File: config.mk
export PLATFORM = sky130hd
export DESIGN_NAME = ccp_rdrsp_tx
export DESIGN_NICKNAME = d
export VERILOG_FILES = /design/src/rtl/ccp_rdrsp_tx.sv
export SDC_FILE = /design/constraint.sdc
export NUM_CORES = 1
export LEC_CHECK = 0
export CAP_MARGIN = 5
export CORE_AREA = 2 2 258 260
export DETAILED_ROUTE_END_ITERATION = 16
export DIE_AREA = 0 0 260 262
export DONT_BUFFER_PORTS = 1
export GPL_ROUTABILITY_DRIVEN = 1
export GPL_TIMING_DRIVEN = 0
export PLACE_DENSITY_LB_ADDON = 0.3
export SYNTH_ARGS = -nofsm -noshare
export SYNTH_HDL_FRONTEND = slang
export SYNTH_SLANG_ARGS = --single-unit
export TNS_END_PERCENT = 50
File: constraint.sdc
create_clock -name clk -period 4.93 [get_ports clk]
set_input_delay 0.986 -clock clk [delete_from_list [all_inputs] [get_ports clk]]
set_output_delay 0.986 -clock clk [all_outputs]
set_load 0.05 [all_outputs]
File: src/rtl/ccp_rdrsp_tx.sv
// CCP read-response transmitter: queues per-op response commands and emits
// burst_len+1 registered beats sourced from the array read path, bypass data or a cancel beat.
module ccp_rdrsp_tx #(
    parameter int DATA_W      = 128,
    parameter int BYTE_EN_W   = 16,
    parameter int BURST_LEN_W = 2,
    parameter int CMD_DEPTH   = 4,
    parameter int BYP_DEPTH   = 4
) (
    input  logic                   clk,
    input  logic                   reset,
    input  logic                   cmd_valid,
    output logic                   cmd_ready,
    input  logic [BURST_LEN_W-1:0] cmd_burst_len,
    input  logic                   cmd_bypass,
    input  logic                   cmd_cancel,
    input  logic                   arr_valid,
    input  logic [DATA_W-1:0]      arr_data,
    output logic                   arr_ready,
    input  logic                   byp_valid,
    input  logic [DATA_W-1:0]      byp_data,
    input  logic [BYTE_EN_W-1:0]   byp_byteen,
    input  logic                   byp_last,
    output logic                   byp_ready,
    output logic                   cache_rdrsp_valid,
    output logic [DATA_W-1:0]      cache_rdrsp_data,
    output logic [BYTE_EN_W-1:0]   cache_rdrsp_byteen,
    output logic                   cache_rdrsp_last,
    output logic                   cache_rdrsp_cancel,
    input  logic                   ctrl_rdrsp_ready,
    output logic                   err_last_mismatch
);
    localparam int CMD_W  = BURST_LEN_W + 2;
    localparam int BYP_W  = DATA_W + BYTE_EN_W + 1;
    localparam int CMD_AW = (CMD_DEPTH > 1) ? $clog2(CMD_DEPTH) : 1;
    localparam int CMD_CW = $clog2(CMD_DEPTH + 1);
    localparam int BYP_AW = (BYP_DEPTH > 1) ? $clog2(BYP_DEPTH) : 1;
    localparam int BYP_CW = $clog2(BYP_DEPTH + 1);

    typedef enum logic [1:0] {IDLE, ARRAY, BYPASS, CANCEL} state_t;

    // ---------------- command FIFO: {burst_len, bypass, cancel}
    logic [CMD_W-1:0]  cmd_mem [CMD_DEPTH];
    logic [CMD_AW-1:0] cmd_wr_ptr_reg, cmd_rd_ptr_reg;
    logic [CMD_CW-1:0] cmd_count_reg;
    logic              cmd_full, cmd_not_empty, cmd_push, cmd_pop;
    logic [CMD_W-1:0]  cmd_head;

    assign cmd_full      = (cmd_count_reg == CMD_CW'(CMD_DEPTH));
    assign cmd_not_empty = (cmd_count_reg != '0);
    assign cmd_ready     = !cmd_full;
    assign cmd_push      = cmd_valid && !cmd_full;
    assign cmd_head      = cmd_mem[cmd_rd_ptr_reg];

    always_ff @(posedge clk) begin
        if (cmd_push) begin
            cmd_mem[cmd_wr_ptr_reg] <= {cmd_burst_len, cmd_bypass, cmd_cancel};
        end
    end

    always_ff @(posedge clk) begin
        if (reset) begin
            cmd_wr_ptr_reg <= '0;
            cmd_rd_ptr_reg <= '0;
            cmd_count_reg  <= '0;
        end else begin
            if (cmd_push) begin
                cmd_wr_ptr_reg <= (cmd_wr_ptr_reg == CMD_AW'(CMD_DEPTH - 1)) ? '0 : cmd_wr_ptr_reg + 1'b1;
            end
            if (cmd_pop) begin
                cmd_rd_ptr_reg <= (cmd_rd_ptr_reg == CMD_AW'(CMD_DEPTH - 1)) ? '0 : cmd_rd_ptr_reg + 1'b1;
            end
            cmd_count_reg <= cmd_count_reg + CMD_CW'(cmd_push) - CMD_CW'(cmd_pop);
        end
    end

    // ---------------- bypass data FIFO: {data, byteen, last}
    logic [BYP_W-1:0]  byp_mem [BYP_DEPTH];
    logic [BYP_AW-1:0] byp_wr_ptr_reg, byp_rd_ptr_reg;
    logic [BYP_CW-1:0] byp_count_reg;
    logic              byp_full, byp_not_empty, byp_push, byp_pop;
    logic [BYP_W-1:0]  byp_head;

    assign byp_full      = (byp_count_reg == BYP_CW'(BYP_DEPTH));
    assign byp_not_empty = (byp_count_reg != '0);
    assign byp_ready     = !byp_full;
    assign byp_push      = byp_valid && !byp_full;
    assign byp_head      = byp_mem[byp_rd_ptr_reg];

    always_ff @(posedge clk) begin
        if (byp_push) begin
            byp_mem[byp_wr_ptr_reg] <= {byp_data, byp_byteen, byp_last};
        end
    end

    always_ff @(posedge clk) begin
        if (reset) begin
            byp_wr_ptr_reg <= '0;
            byp_rd_ptr_reg <= '0;
            byp_count_reg  <= '0;
        end else begin
            if (byp_push) begin
                byp_wr_ptr_reg <= (byp_wr_ptr_reg == BYP_AW'(BYP_DEPTH - 1)) ? '0 : byp_wr_ptr_reg + 1'b1;
            end
            if (byp_pop) begin
                byp_rd_ptr_reg <= (byp_rd_ptr_reg == BYP_AW'(BYP_DEPTH - 1)) ? '0 : byp_rd_ptr_reg + 1'b1;
            end
            byp_count_reg <= byp_count_reg + BYP_CW'(byp_push) - BYP_CW'(byp_pop);
        end
    end

    // ---------------- burst sequencer
    state_t                 state_reg, state_next;
    logic [BURST_LEN_W-1:0] beat_cnt_reg, beat_cnt_next;
    logic [BURST_LEN_W-1:0] burst_len_reg, burst_len_next;
    logic                   load_en, cnt_last, beat_load, err_set;
    logic [DATA_W-1:0]      beat_data;
    logic [BYTE_EN_W-1:0]   beat_byteen;
    logic                   beat_last, beat_cancel;

    logic                   valid_reg, last_reg, cancel_reg, err_reg;
    logic [DATA_W-1:0]      data_reg;
    logic [BYTE_EN_W-1:0]   byteen_reg;

    assign load_en  = !valid_reg || ctrl_rdrsp_ready;
    assign cnt_last = (beat_cnt_reg == burst_len_reg);

    always_comb begin
        state_next     = state_reg;
        beat_cnt_next  = beat_cnt_reg;
        burst_len_next = burst_len_reg;
        cmd_pop        = 1'b0;
        byp_pop        = 1'b0;
        arr_ready      = 1'b0;
        beat_load      = 1'b0;
        beat_data      = '0;
        beat_byteen    = '0;
        beat_last      = 1'b0;
        beat_cancel    = 1'b0;
        err_set        = 1'b0;

        case (state_reg)
            IDLE: begin
                cmd_pop = cmd_not_empty;
            end
            ARRAY: begin
                arr_ready = load_en;
                if (arr_valid && load_en) begin
                    beat_load   = 1'b1;
                    beat_data   = arr_data;
                    beat_byteen = '1;
                    beat_last   = cnt_last;
                end
            end
            BYPASS: begin
                if (load_en && byp_not_empty) begin
                    beat_load   = 1'b1;
                    byp_pop     = 1'b1;
                    beat_data   = byp_head[BYP_W-1 -: DATA_W];
                    beat_byteen = byp_head[BYTE_EN_W:1];
                    beat_last   = cnt_last;
                    err_set     = (byp_head[0] != cnt_last);
                end
            end
            CANCEL: begin
                if (load_en) begin
                    beat_load   = 1'b1;
                    beat_last   = 1'b1;
                    beat_cancel = 1'b1;
                end
            end
            default: state_next = IDLE;
        endcase

        if (beat_load) begin
            if (beat_last) begin
                beat_cnt_next = '0;
                state_next    = IDLE;
                cmd_pop       = cmd_not_empty;
            end else begin
                beat_cnt_next = beat_cnt_reg + 1'b1;
            end
        end

        // Popping the head starts its burst immediately, so back-to-back bursts have no bubble.
        if (cmd_pop) begin
            burst_len_next = cmd_head[CMD_W-1:2];
            beat_cnt_next  = '0;
            if (cmd_head[0]) begin
                state_next = CANCEL;
            end else if (cmd_head[1]) begin
                state_next = BYPASS;
            end else begin
                state_next = ARRAY;
            end
        end
    end

    always_ff @(posedge clk) begin
        if (reset) begin
            state_reg     <= IDLE;
            beat_cnt_reg  <= '0;
            burst_len_reg <= '0;
        end else begin
            state_reg     <= state_next;
            beat_cnt_reg  <= beat_cnt_next;
            burst_len_reg <= burst_len_next;
        end
    end

    always_ff @(posedge clk) begin
        if (reset) begin
            valid_reg  <= 1'b0;
            data_reg   <= '0;
            byteen_reg <= '0;
            last_reg   <= 1'b0;
            cancel_reg <= 1'b0;
            err_reg    <= 1'b0;
        end else begin
            if (load_en) begin
                valid_reg <= beat_load;
                if (beat_load) begin
                    data_reg   <= beat_data;
                    byteen_reg <= beat_byteen;
                    last_reg   <= beat_last;
                    cancel_reg <= beat_cancel;
                end
            end
            if (err_set) begin
                err_reg <= 1'b1;
            end
        end
    end

    assign cache_rdrsp_valid  = valid_reg;
    assign cache_rdrsp_data   = data_reg;
    assign cache_rdrsp_byteen = byteen_reg;
    assign cache_rdrsp_last   = last_reg;
    assign cache_rdrsp_cancel = cancel_reg;
    assign err_last_mismatch  = err_reg;

endmodule

======== Word level (Yosys, flattened, before mapping) ========
Memory sizes are Yosys's and may differ from the RTL's. A register that Yosys moved wholly into a read port is not among the register bits.
Index checks and enable logic that the tools add are counted.
word-level totals
  register bits ........................... 168
  bits in writable memories ............... 596
  input port bits ......................... 283
  output and inout port bits .............. 151
  logic and storage cells ................. 92
  memories ................................ 2
operators by class
  $add $sub $neg .......................... 9
  eq/ne operators ......................... 11
  mux-type cells .......................... 39
  reduce and logical (&&, ||, !) cells .... 16
memories
  memory   words  bits a word  rd ports  clocked after Yosys merged registers in  write ports  RTL line  RTL
  byp_mem  4      145          1         1                                        1            78        logic [BYP_W-1:0] byp_mem [BYP_DEPTH];
  cmd_mem  4      4            1         1                                        1            43        logic [CMD_W-1:0] cmd_mem [CMD_DEPTH];
operators by type and width
  kind                                                             count
  128-bit 2-to-1 mux                                               2
  128-bit one-hot mux with 2 select lines                          1
  16-bit 2-to-1 mux                                                2
  16-bit one-hot mux with 2 select lines                           1
  2-bit 2-to-1 mux                                                 14
  1-bit 2-to-1 mux                                                 17
  2-bit == test, second input constant                             6
  2-bit by 1-bit adder with 2-bit output, second input constant    5
  3-bit by 1-bit adder with 3-bit output                           2
  3-bit == test, second input constant                             2
  1-bit one-hot mux with 3 select lines                            2
  3-bit nonzero test                                               2
  3-bit by 1-bit subtractor with 3-bit output                      2
  1-bit logical AND                                                4
  2-bit AND reduction                                              2
  2-bit nonzero test                                               2
  1-bit zero test                                                  3
  2-bit by 1-bit == test with 1-bit output, second input constant  1
  2-bit == test                                                    1
  2-bit zero test                                                  1
  2-bit OR reduction                                               1
  1-bit logical OR                                                 1
  1-bit inequality test                                            1

======== Longest topological paths before layout ========
  word-level depth ........................ 9
  depth in mapped cells ................... 16
  mapped depth without buffers ............ 15

======== Worst setup path before layout ========
OpenSTA, ideal clock, no wires.
  path kind ............................... reg-to-reg
  start point ............................. reg byp_count_reg[1]
  end point ............................... mem byp_mem[0][0] (netlist name) (enable)
  library setup time ...................... 0.523 ns
  arrival time ............................ 4.394 ns
  required time ........................... 4.407 ns
  slack ................................... 0.013 ns
  stages on the path, launching flop included .. 4
  buffers on the path ..................... 0
  period minus slack after synthesis ...... 4.917 ns
  path through ............................ dfxtp_1 nor2_1 nand2_1 and3_1
on the way
  word-level cells in the longest chain between the ends .. 5
RTL lines
  element                                 RTL line  RTL
  start: declaration                      80        logic [BYP_CW-1:0] byp_count_reg;
  start signal: assignment                108       byp_count_reg <= byp_count_reg + BYP_CW'(byp_push) - BYP_CW'(byp_pop);
  3-bit == test                           84        assign byp_full = (byp_count_reg == BYP_CW'(BYP_DEPTH));
  1-bit zero test                         --
  named net byp_ready                     24        output logic byp_ready,
  1-bit logical AND                       87        assign byp_push = byp_valid && !byp_full;
  1-bit 2-to-1 mux                        91        if (byp_push) begin
  1-bit 2-to-1 mux (not written as such)  92        byp_mem[byp_wr_ptr_reg] <= {byp_data, byp_byteen, byp_last};
  end: declaration                        78
The timed path passes the listed nets, and every way through them passes these cells.

======== Worst setup path in the final report ========
  start point ............................. reg valid_reg, in the netlist cache_rdrsp_valid
  end point ............................... out arr_ready
on the way
  word-level cells in the longest chain between the ends .. 3
RTL lines
  element                   RTL line  RTL
  start: declaration        121       logic valid_reg, last_reg, cancel_reg, err_reg;
  start signal: assignment  221       valid_reg <= beat_load;
  1-bit zero test           125       assign load_en = !valid_reg || ctrl_rdrsp_ready;
  1-bit logical OR          125
  1-bit 2-to-1 mux          142       case (state_reg)
  end: declaration          19        output logic arr_ready,
No other way between the ends.

==> summary.txt <==
Global routing
  • Vias in the first global route: 15.8k
  • Met3 Track Usage GR: 7.19%
  • Total GRT Usage: 20.8%
  • Initial antenna violation count: 9
  • Total grt overflow: 0
  • Met1 Track Usage GR: 24.8%
  • Met2 usage: 35.0%
  • First-pass GRT wire length: 104000 µm
  • GR peak layer: met2
  • Largest net degree at the start of global routing: 55

Clock tree
  • Root buffer cell: clkbuf_16
  • CTS Hold Buffers Added: 0
  • Clock sinks: 768
  • Post-cts resize count: 0
  • Setup repair bufs after CTS: 0
  • Clk buf depth: 3
  • Worst-path clk slew: 0.06 ns
  • Number of clock buffers inserted by TritonCTS: 80
  • Clk_lat worst skew: 0.62 ns
  • H-tree depth: 3
  • CTS tree: built

Placement
  • GP Congestion: 0.868
  • Port buffer count: 0
  • DP Wirelength: 49400 µm
  • Cell count after placement: 2488

Logic synthesis
  • Sequential share of the synthesized area: 73.2%
  • Post-Synthesis Cells: 1615
  • Library cells used by synthesis: 44
  • EDFF count, synth: 596
  • Mapped Nets: 1918
  • Post-Syn Area: 29200 µm²
  • Ys async rst share: 0%
  • Mean Syn Cell Area: 18.1 µm²
  • Post-synthesis register bit count: 768
  • Top_reg_cell synth: edfxtp_1
  • Yosys warning count: 0

Hold path
  • Min-delay src: byp_data[37]
  • WHS Path Cells: 0
  • Hold Crit Class: input pin to flop
  • Endpoint, Worst Hold: byp_mem[3][54]$_DFFE_PP_

Floorplan
  • Die area: 68100 µm²
  • Row cnt: 94
  • Initial core utilization: 44.7%
  • Die height: 262 µm
  • Core area: 65300 µm²
  • Ports: 434
  • DIE WIDTH: 260 µm

Setup path
  • Worst path max stage delay: 0.54 ns
  • Worst R2R Path Depth: 13
  • CP cell instances: nand2b_1 -> buf_2 -> clkbuf_1 -> and2_1
  • R2R Path Start: cache_rdrsp_valid$_SDFFE_PP0P_
  • Register-to-register setup slack: 1.61 ns
  • Critical-path top delay cell: and2_1
  • Reg2reg end: byp_count_reg[2]$_SDFF_PP0_
  • CP startpoint kind: flop
  • Worst EP arrival: 2.41 ns
  • Worst Path Required: 3.94 ns
  • Largest delay contributor family on the critical path: simple AND/OR/NAND/NOR gates
  • Buf+Inv Stages, Crit Path: 2
  • Critical path capture point type: output pin
  • Setup Crit Path Kind: flop to output pin
  • Max FO, Critical Path: 10

Cells and area
  • Final #Nets: 2009
  • Non-filler instance count after layout: 2641
  • Filler cells: 5243
  • Fin util: 51.0%
  • Commonest cells after routing, fill and taps aside: 596 x edfxtp_1, 172 x dfxtp_1, 155 x nor2_1
  • Biggest register: byp_mem
  • Commonest non-fill, non-tap cell in the layout: edfxtp_1
  • Max FFs per register: 580
  • Ratio of cells with drive above 1 in the final layout: 20.3%
  • Layout area overhead: 14.2%
  • Multi-input logic area: 7160 µm²
  • Sequential Area: 21300 µm²

Status
  • Status: finished, final reports clean

Power and ir drop
  • Leak pwr: 10.7 nW
  • VDD IR max: 0.000317 V
  • PD cells: 501 nW/µm²

STA
  • Min Tclk post-route: 3.40 ns
  • Final setup violating endpoints: 0
  • Final Max Slew Viols: 0
  • Final Hold Fails: 0
  • Slew margin rel.: 12.4%
  • RSZ-0062 raised after global routing: no
  • Layout Skew: 0.0187 ns
  • Hold WS: 0.459 ns
  • Final period util: 68.9%
  • Highest clock rate: 294 MHz
  • Worst Tran Pin Value: 1.31 ns

Drt
  • DR pass1 iterations: 5
  • DRT antenna net count: 0
  • DRT iter0 DRCs: 1321
  • DR DRC count: 0
  • Routed WL: 72100 µm
  • DR vias: 15.5k
  • DR vias/cell: 5.88
  • Avg WL per Cell: 27.3 µm

Run
  • Total of max-cap violations: 0
[worst max-delay path by stage]
stage	start	endpoint	slack, ns	cells after the start
after floorplan	byp_count_reg[1]$_SDFF_PP0_	byp_mem[0][0]$_DFFE_PP_	0.01	3
after global placement	byp_count_reg[1]$_SDFF_PP0_	byp_mem[0][87]$_DFFE_PP_	-3.08	3
after detailed placement	ctrl_rdrsp_ready	byp_count_reg[2]$_SDFF_PP0_	1.23	13
after CTS	cache_rdrsp_valid$_SDFFE_PP0P_	arr_ready	1.50	4
after global routing	cache_rdrsp_valid$_SDFFE_PP0P_	arr_ready	1.45	4
final	cache_rdrsp_valid$_SDFFE_PP0P_	arr_ready	1.53	4
[worst register-to-register path: stages, from the launching register on]
cell	delay, ns
dfxtp_1	0.49
nand2b_1	0.17
buf_2	0.24
o311ai_4	0.20
inv_2	0.20
clkbuf_1	0.50
ha_1	0.35
inv_1	0.05
ha_1	0.13
inv_1	0.05
fa_1	0.40
xor2_1	0.19
xnor2_1	0.15
nor2_1	0.06
[layer usage]
metal	share of wire, %	vias up
met5	0.057	-
met3	8.6	132
met4	3.1	6
li1	-	6756
met2	51	550
met1	38	8096
[where the power goes]
part | internal, mW | switching (mW)
Sequential | 7.54 | 0.255
Combinational | 1.09 | 1.49
Clock | 3.81 | 2.51
Total | 12.4 | 4.25
[per-stage QoR]
step / cell area [µm²] / TNS [ns] / power (mW) / setup WS (ns)
2_1_floorplan: 29200 / 0 / 9.78 / 0.0125
3_3_place_gp: 30200 / -1754.02 / 10.5 / -3.08
3_5_place_dp: 30500 / 0 / 10.5 / 1.23
4_1_cts: 33300 / 0 / 16.8 / 1.50
5_1_grt: 33300 / 0 / 17.3 / 1.45
6_report: 33300 / 0 / 16.7 / 1.53
[cell type report]
cell class                 instances  area share, %
buffer                           120           1.87
clock inverter                    40           1.45
tap                              864           3.25
sequential                       768           64.1
antenna                            7         0.0526
clock buffer                     106           6.89
timing repair buffer               9          0.744
multi-input combinational        712           21.5
inverter                          15          0.169
[cell families after synthesis]
group	synth area share, %
adder cells (fa/ha/maj)	0.910
multiplexers	11.7
buffers and inverters	2.33
XOR/XNOR	0.210
AND/OR/NAND/NOR	2.88
AO/OA/AOI/OAI	8.76
flip-flops	73.2
[synth_stat cells, drive strengths merged, types with 2 or more instances]
cell type	instances	area, µm²
dfxtp	172	3440
inv	14	52.6
and2	5	31.3
a21oi	41	205
nor2	155	582
nand2	19	73.8
and3	8	50.1
clkbuf	54	203
nand3b	3	22.5
xnor2	5	43.8
mux4	149	3360
ha	18	225
a21o	4	30.0
a311oi	2	17.5
mux2	3	33.8
a22oi	128	961
fa	2	40.0
a22o	128	1120
buf	66	420
edfxtp	596	17900
nor3	3	15.0
a2111oi	16	140
nor2b	4	25.0
xor2	2	17.5
nand4b	2	17.5
or3	2	12.5
mux2i	3	30.0
No activity file was read; power rests on OpenSTA's default activity.
